## config.mk

```make
export PLATFORM = sky130hd
export DESIGN_NAME = riscv_lsu_flat
export DESIGN_NICKNAME = d
export VERILOG_FILES = /design/src/rtl/riscv_lsu_if.sv /design/src/rtl/riscv_lsu.sv /design/src/flat_wrapper.sv
export SDC_FILE = /design/constraint.sdc
export NUM_CORES = 1
export LEC_CHECK = 0
export CORE_ASPECT_RATIO = 1.1
export CORE_MARGIN = 4
export CORE_UTILIZATION = 30
export CTS_BUF_LIST = sky130_fd_sc_hd__clkbuf_8 sky130_fd_sc_hd__clkbuf_16
export CTS_CLUSTER_SIZE = 20
export DETAILED_ROUTE_END_ITERATION = 8
export GPL_ROUTABILITY_DRIVEN = 0
export MAX_ROUTING_LAYER = met4
export PLACE_DENSITY = 0.55
export SLEW_MARGIN = 20
export SYNTH_ARGS = -nofsm -noshare
export SYNTH_HDL_FRONTEND = slang
export SYNTH_SLANG_ARGS = --single-unit
```

## constraint.sdc

```tcl
create_clock -name clk_i -period 5 [get_ports clk_i]
set_clock_uncertainty 0.1 [all_clocks]
set_input_delay 0.5 -clock clk_i [delete_from_list [all_inputs] [get_ports clk_i]]
set_output_delay 0.5 -clock clk_i [all_outputs]
set_load 0.005 [all_outputs]
```

## src/rtl/riscv_lsu_if.sv

```systemverilog
`timescale 1ns/1ps
`default_nettype none
// +----------------------------------------------------------------------------+
// | Module      : riscv_lsu_if                                                 |
// | Description : Data-memory port of the load/store unit. The LSU drives the  |
// |               request side (req/we/be/addr/wdata). Memory answers with     |
// |               grant, response-valid and read data.                         |
// | Modports    : master - LSU side, slave - memory side                       |
// | Revision    : 1.0 - initial release                                        |
// +----------------------------------------------------------------------------+
interface riscv_lsu_if;
  logic        data_req_o;     // memory request
  logic        data_we_o;      // 1 = write
  logic [3:0]  data_be_o;      // byte enables
  logic [31:0] data_addr_o;    // word-aligned address
  logic [31:0] data_wdata_o;   // lane-replicated store data
  logic        data_gnt_i;     // request accepted
  logic        data_rvalid_i;  // read data valid / write acknowledge
  logic [31:0] data_rdata_i;   // read data

  modport master (
    output data_req_o, data_we_o, data_be_o, data_addr_o, data_wdata_o,
    input  data_gnt_i, data_rvalid_i, data_rdata_i
  );

  modport slave (
    input  data_req_o, data_we_o, data_be_o, data_addr_o, data_wdata_o,
    output data_gnt_i, data_rvalid_i, data_rdata_i
  );
endinterface
`default_nettype wire

```

## src/rtl/riscv_lsu.sv

```systemverilog
`timescale 1ns/1ps
`default_nettype none
// +----------------------------------------------------------------------------+
// | Module      : riscv_lsu                                                    |
// | Description : Load/store unit controller between execute stage and data   |
// |               memory. Runs the req/gnt/rvalid handshake, builds byte      |
// |               enables and replicated store data, extends load data,       |
// |               stalls the core, and flags misaligned/illegal accesses and  |
// |               memory timeouts.                                            |
// | Ports       : clk_i, arstn_i        clock, async active-low reset          |
// |               lsu_req_i/we/size/addr/wdata   operation from the decoder    |
// |               lsu_rdata_o           extended load result (DONE cycle)      |
// |               lsu_stall_o           freeze the core                        |
// |               lsu_misalign_o        DONE pulse: misaligned / illegal size  |
// |               lsu_fault_o           DONE pulse: memory timeout             |
// |               mem                   data-memory port (riscv_lsu_if.master) |
// | Revision    : 1.0 - initial release                                        |
// +----------------------------------------------------------------------------+
module riscv_lsu #(
  parameter int unsigned TIMEOUT_CYCLES = 255
) (
  input  wire logic        clk_i,
  input  wire logic        arstn_i,
  input  wire logic        lsu_req_i,
  input  wire logic        lsu_we_i,
  input  wire logic [2:0]  lsu_size_i,
  input  wire logic [31:0] lsu_addr_i,
  input  wire logic [31:0] lsu_wdata_i,
  output logic      [31:0] lsu_rdata_o,
  output logic             lsu_stall_o,
  output logic             lsu_misalign_o,
  output logic             lsu_fault_o,
  riscv_lsu_if.master      mem
);

  // Count value reached during the last permitted REQ/WAIT cycle.
  localparam logic [15:0] c_cnt_last = 16'(TIMEOUT_CYCLES - 1);

  typedef enum logic [1:0] {
    S_IDLE = 2'd0,
    S_REQ  = 2'd1,
    S_WAIT = 2'd2,
    S_DONE = 2'd3
  } state_t;

  state_t      r_state;
  logic [15:0] r_cnt;
  logic        r_we;
  logic [2:0]  r_size;
  logic [1:0]  r_off;
  logic [31:0] r_rdata;
  logic        r_misalign;
  logic        r_fault;

  logic        w_bad;
  logic [3:0]  w_be;
  logic [31:0] w_wdata;
  logic [7:0]  w_byte;
  logic [15:0] w_half;
  logic [31:0] w_ext;
  logic        w_last;

  // Legality of the incoming request: illegal size codes, unsigned stores
  // and misaligned halfword/word addresses all end in a misalign report.
  always_comb begin
    w_bad = 1'b0;
    case (lsu_size_i)
      3'd0:    w_bad = 1'b0;
      3'd1:    w_bad = lsu_addr_i[0];
      3'd2:    w_bad = |lsu_addr_i[1:0];
      3'd4:    w_bad = lsu_we_i;
      3'd5:    w_bad = lsu_we_i | lsu_addr_i[0];
      default: w_bad = 1'b1;
    endcase
  end

  // Byte enables and store data; size[1:0] selects byte/half/word for both
  // signed and unsigned codes.
  always_comb begin
    w_be    = 4'b1111;
    w_wdata = lsu_wdata_i;
    case (lsu_size_i[1:0])
      2'b00: begin
        w_be    = 4'b0001 << lsu_addr_i[1:0];
        w_wdata = {4{lsu_wdata_i[7:0]}};
      end
      2'b01: begin
        w_be    = 4'b0011 << lsu_addr_i[1:0];
        w_wdata = {2{lsu_wdata_i[15:0]}};
      end
      default: begin
        w_be    = 4'b1111;
        w_wdata = lsu_wdata_i;
      end
    endcase
  end

  // Load extraction uses the size/offset captured at request time, since the
  // response arrives after the decoder inputs may no longer be relevant.
  always_comb begin
    w_byte = mem.data_rdata_i[{r_off, 3'b000} +: 8];
    w_half = mem.data_rdata_i[{r_off[1], 4'b0000} +: 16];
    w_ext  = mem.data_rdata_i;
    case (r_size)
      3'd0:    w_ext = {{24{w_byte[7]}}, w_byte};
      3'd1:    w_ext = {{16{w_half[15]}}, w_half};
      3'd4:    w_ext = {24'd0, w_byte};
      3'd5:    w_ext = {16'd0, w_half};
      default: w_ext = mem.data_rdata_i;
    endcase
    if (r_we) begin
      w_ext = 32'd0;
    end
  end

  assign w_last = (r_cnt == c_cnt_last);

  always_ff @(posedge clk_i or negedge arstn_i) begin
    if (!arstn_i) begin
      r_state          <= S_IDLE;
      r_cnt            <= 16'd0;
      r_we             <= 1'b0;
      r_size           <= 3'd0;
      r_off            <= 2'd0;
      r_rdata          <= 32'd0;
      r_misalign       <= 1'b0;
      r_fault          <= 1'b0;
      mem.data_req_o   <= 1'b0;
      mem.data_we_o    <= 1'b0;
      mem.data_be_o    <= 4'd0;
      mem.data_addr_o  <= 32'd0;
      mem.data_wdata_o <= 32'd0;
    end else begin
      // Result and flags are single-cycle DONE pulses.
      r_rdata    <= 32'd0;
      r_misalign <= 1'b0;
      r_fault    <= 1'b0;
      case (r_state)
        S_IDLE: begin
          if (lsu_req_i) begin
            if (w_bad) begin
              r_misalign <= 1'b1;
              r_state    <= S_DONE;
            end else begin
              r_we             <= lsu_we_i;
              r_size           <= lsu_size_i;
              r_off            <= lsu_addr_i[1:0];
              r_cnt            <= 16'd0;
              mem.data_req_o   <= 1'b1;
              mem.data_we_o    <= lsu_we_i;
              mem.data_be_o    <= w_be;
              mem.data_addr_o  <= {lsu_addr_i[31:2], 2'b00};
              mem.data_wdata_o <= w_wdata;
              r_state          <= S_REQ;
            end
          end
        end
        S_REQ: begin
          r_cnt <= r_cnt + 16'd1;
          // Completion beats timeout; a bare grant in the last cycle does not.
          if (mem.data_gnt_i && mem.data_rvalid_i) begin
            mem.data_req_o <= 1'b0;
            r_rdata        <= w_ext;
            r_state        <= S_DONE;
          end else if (w_last) begin
            mem.data_req_o <= 1'b0;
            r_fault        <= 1'b1;
            r_state        <= S_DONE;
          end else if (mem.data_gnt_i) begin
            mem.data_req_o <= 1'b0;
            r_state        <= S_WAIT;
          end
        end
        S_WAIT: begin
          r_cnt <= r_cnt + 16'd1;
          if (mem.data_rvalid_i) begin
            r_rdata <= w_ext;
            r_state <= S_DONE;
          end else if (w_last) begin
            r_fault <= 1'b1;
            r_state <= S_DONE;
          end
        end
        S_DONE: begin
          r_state <= S_IDLE;
        end
        default: begin
          r_state <= S_IDLE;
        end
      endcase
    end
  end

  // Gated by reset so every output reads 0 while reset is asserted.
  assign lsu_stall_o    = arstn_i & lsu_req_i & (r_state != S_DONE);
  assign lsu_rdata_o    = r_rdata;
  assign lsu_misalign_o = r_misalign;
  assign lsu_fault_o    = r_fault;

endmodule
`default_nettype wire
```

## src/flat_wrapper.sv

```systemverilog
// flat-port wrapper written by rule: the top's interface ports become plain ports
module riscv_lsu_flat 
#(
  parameter int unsigned TIMEOUT_CYCLES = 255
)
  (clk_i, arstn_i, lsu_req_i, lsu_we_i, lsu_size_i, lsu_addr_i, lsu_wdata_i, lsu_rdata_o, lsu_stall_o, lsu_misalign_o, lsu_fault_o, mem_data_req_o, mem_data_we_o, mem_data_be_o, mem_data_addr_o, mem_data_wdata_o, mem_data_gnt_i, mem_data_rvalid_i, mem_data_rdata_i);
  riscv_lsu_if mem_i ();
  input  wire logic clk_i;
  input  wire logic arstn_i;
  input  wire logic lsu_req_i;
  input  wire logic lsu_we_i;
  input  wire logic [2:0] lsu_size_i;
  input  wire logic [31:0] lsu_addr_i;
  input  wire logic [31:0] lsu_wdata_i;
  output logic      [31:0] lsu_rdata_o;
  output logic lsu_stall_o;
  output logic lsu_misalign_o;
  output logic lsu_fault_o;
  output wire logic [$bits(mem_i.data_req_o)-1:0] mem_data_req_o;
  output wire logic [$bits(mem_i.data_we_o)-1:0] mem_data_we_o;
  output wire logic [$bits(mem_i.data_be_o)-1:0] mem_data_be_o;
  output wire logic [$bits(mem_i.data_addr_o)-1:0] mem_data_addr_o;
  output wire logic [$bits(mem_i.data_wdata_o)-1:0] mem_data_wdata_o;
  input wire logic [$bits(mem_i.data_gnt_i)-1:0] mem_data_gnt_i;
  input wire logic [$bits(mem_i.data_rvalid_i)-1:0] mem_data_rvalid_i;
  input wire logic [$bits(mem_i.data_rdata_i)-1:0] mem_data_rdata_i;
  assign mem_data_req_o = mem_i.data_req_o;
  assign mem_data_we_o = mem_i.data_we_o;
  assign mem_data_be_o = mem_i.data_be_o;
  assign mem_data_addr_o = mem_i.data_addr_o;
  assign mem_data_wdata_o = mem_i.data_wdata_o;
  assign mem_i.data_gnt_i = mem_data_gnt_i;
  assign mem_i.data_rvalid_i = mem_data_rvalid_i;
  assign mem_i.data_rdata_i = mem_data_rdata_i;
  riscv_lsu #(.TIMEOUT_CYCLES(TIMEOUT_CYCLES)) u_core (.clk_i(clk_i), .arstn_i(arstn_i), .lsu_req_i(lsu_req_i), .lsu_we_i(lsu_we_i), .lsu_size_i(lsu_size_i), .lsu_addr_i(lsu_addr_i), .lsu_wdata_i(lsu_wdata_i), .lsu_rdata_o(lsu_rdata_o), .lsu_stall_o(lsu_stall_o), .lsu_misalign_o(lsu_misalign_o), .lsu_fault_o(lsu_fault_o), .mem(mem_i));
endmodule
```

==> metrics <==
Detailed Route Iter0 Violations 238; power per cell area 522 mW/mm2; Row Count 53; die boundary width 142 um; number of ports placed on the die boundary 210; FF+latch count, synth 125; data required time of the worst path 5.19 ns; remaining global-route overflow 0; Clock Latency Late Sink 0.40 ns; Period minus WS final 2.85 ns; CP Cell Sequence clkdlybuf4s50_1 > a221oi_1 > o21ai_4 > buf_4 > mux2_2; number of buffer and inverter instances along the worst setup path 2; netlist area before placement 0.00596 mm2; count of final setup violators 0; Area growth syn-to-layout 48.0%; clock input transition at the sequential cells of the worst setup and hold paths 0.06 ns; distinct cell type count after synthesis 54; data arrival time of the critical path 3.04 ns; number of clock sinks 125; sequential fraction of the synthesis area 0.525; Leak Pwr 3.78 nW; post-DP HPWL 12.9 mm; average vias per placed instance 4.86; TritonCTS clock tree done; clock root buffer master sky130_fd_sc_hd__clkbuf_16; Post-Synthesis Mean Instance Area 10.7 um2; synthesized instance count 558; Crit path max-delay family buffers and inverters; type of the most critical hold path reg2reg; total number of nets in the final design 868; most frequent cells in the layout sky130_fd_sc_hd__clkdlybuf4s50_1 (206), sky130_fd_sc_hd__dfrtp_1 (125), sky130_fd_sc_hd__mux2_2 (52); final clock period utilization by the worst path 0.571; via count of the first global-routing pass 5249; status finished clean; share of synthesized flip-flops with an asynchronous set or reset 1.00; critical path class in2reg; Largest stage delay, worst path 0.73 ns; vias after detailed routing 4929; count of warnings emitted by yosys 0; Worst Setup End Kind register; worst slew pin tran 1.04 ns; number of I/O port buffers 207; Critical Path Fanout Max 39; proportion of layout cells with a drive suffix above 1 0.135; placed instance area 0.00823 mm2; number of enable flip-flop cells after synthesis 0; dominant register cell in the synthesized netlist sky130_fd_sc_hd__dfrtp_1; maximum number of pins on one net before global-route repair 73; total global-route track usage 0.162; per-cell routed wire length 17.2 um; total negative setup slack 0 ns; Remaining DRCs 0; relative slew slack 0.304; setup repair after global routing missed its margin false; buffer depth of the longest clock path 2; antenna fix cells 0; Critical Path Start Type primary input; highest clock rate 350 MHz; most common cell after layout, fill and taps aside sky130_fd_sc_hd__clkdlybuf4s50_1; number of hold-slack violations in the final timing report 0; core area 0.0193 mm2; effective utilization at floorplan 0.309; Detailed Route WL 17.5 mm; maximum level of the CTS H-tree 4; 1st-pass router iterations 4; VDD IR-drop max 0.253 mV; global-route wire length before repair 27.8 mm; Max-cap violations 0; number of buffers inserted during clock tree synthesis 17; slowest library cell on the worst path sky130_fd_sc_hd__clkdlybuf4s50_1; antenna violations before repair 0; DRT antenna net count 0; final cell area excluding filler cells 0.00882 mm2; Die Span Y 156 um; die footprint 0.0222 mm2; number of slew-limit violations in the final report 0; post-CTS repair timing setup buffer count 0
==> logic make-up (layout without fill, tap and decap cells) <==
logic type	after synthesis	count (layout)	synth area share
multiplexers	81	81	0.149
other	1	2	0.000629
buffers and inverters	56	265	0.0418
flip-flops	125	125	0.525
AO/OA/AOI/OAI	114	114	0.121
adder cells (fa/ha/maj)	7	7	0.0147
AND/OR/NAND/NOR	174	174	0.148
==> cell type report <==
class / count / area, um2
fill: 1805 / 10500
sequential: 125 / 3130
multi-input combinational: 378 / 2600
timing repair buffer: 215 / 2140
clock buffer: 19 / 453
tap: 247 / 309
clock inverter: 12 / 123
inverter: 19 / 71.3
==> registers in the layout, summed over array words and instances, names as in the netlist <==
name / count
u_core.lsu_fault_o: 1
u_core.lsu_misalign_o: 1
u_core.r_state: 2
u_core.r_we: 1
u_core.mem.data_wdata_o: 32
u_core.r_size: 3
u_core.r_off: 2
u_core.mem.data_req_o: 1
u_core.r_cnt: 16
u_core.mem.data_addr_o: 30
u_core.lsu_rdata_o: 32
u_core.mem.data_be_o: 4
==> routing by layer <==
metal / wire length [um] / global-route usage / up-vias
met3: 1120 / 0.0506 / 4
li1: - / - / 2385
met1: 7740 / 0.202 / 2383
met4: 63 / 0.0349 / 0
met5: 0 / - / -
met2: 8540 / 0.262 / 157
==> metrics by stage <==
step | cells | total power, mW | hold slack [ns] | utilization | setup slack, ns
2_1_floorplan | 559 | 2.46 | 0.104 | - | 2.70
3_3_place_gp | 983 | 3.39 | 0.363 | 0.427 | 1.79
3_5_place_dp | 983 | 3.43 | 0.370 | 0.427 | 1.69
4_1_cts | 1015 | 4.67 | 0.383 | 0.457 | 2.13
5_1_grt | 1015 | 4.91 | 0.392 | 0.457 | 1.98
6_report | 1015 | 4.60 | 0.382 | 0.457 | 2.15
==> worst paths after layout <==
kind                                                          from                                 endpoint  slack [ns]  cells after the start
setup / recovery                                     lsu_size_i[0]   u_core.mem.data_addr_o[30]$_DFFE_PN0P_        2.15                      5
hold / removal             u_core.mem.data_wdata_o[26]$_DFFE_PN0P_  u_core.mem.data_wdata_o[26]$_DFFE_PN0P_        0.38                      2
setup reg to reg                       u_core.r_off[1]$_DFFE_PN0P_         u_core.lsu_rdata_o[18]$_DFF_PN0_        2.30                      5
hold reg to reg            u_core.mem.data_wdata_o[26]$_DFFE_PN0P_  u_core.mem.data_wdata_o[26]$_DFFE_PN0P_        0.38                      2
max in group asynchronous                                  arstn_i      u_core.mem.data_be_o[3]$_DFFE_PN0P_        2.90                      3
min in group asynchronous                                  arstn_i         u_core.lsu_rdata_o[21]$_DFF_PN0_        0.52                      2
==> Yosys cell counts, drive strengths merged, types with 2 or more instances <==
library cell  count  area, um2
or4               9       67.6
ha                7       87.6
nand4             4       25.0
nor2b            18        113
or2               2       12.5
and3              3       18.8
nor3             26        130
dfrtp           125       3130
a21o              2       15.0
o221a             5       56.3
nor4              2       27.5
o31ai            11       82.6
and2              5       31.3
nor2             33        124
clkbuf           19       71.3
nand3             9       45.0
nand2            49        184
nand2b            4       25.0
a21oi            30        150
o211ai            2       15.0
mux2i            28        280
a211oi            2       20.0
o22ai             5       31.3
o21ai            40        208
a221oi            5       43.8
mux2             52        586
inv              19       71.3
a31oi             3       18.8
buf              18        106
or3               4       25.0
==> power by group <==
part | switching [mW] | internal (mW) | leakage (nW)
registers | 0.270 | 1.36 | 1.61
clock network | 0.449 | 0.753 | 0.290
logic | 0.744 | 1.02 | 1.88
total | 1.46 | 3.14 | 3.78
==> repair_timing <==
| item | CTS | global route |
|---|---|---|
| hold endpoints to repair | 53 | 0 |
| endpoints found under the setup margin | 0 | 0 |
| gates resized for setup | 0 | 0 |
| hold buffers | 1 | 0 |
==> worst reg2reg max path, cell delays in order, from the launching register on <==
cell	delay (ns)
sky130_fd_sc_hd__dfrtp_1	0.77
sky130_fd_sc_hd__mux2_2	0.43
sky130_fd_sc_hd__or2_2	0.27
sky130_fd_sc_hd__a31oi_1	0.59
sky130_fd_sc_hd__buf_4	0.30
sky130_fd_sc_hd__nor3_1	0.07
(Power assumes the default switching activity.)
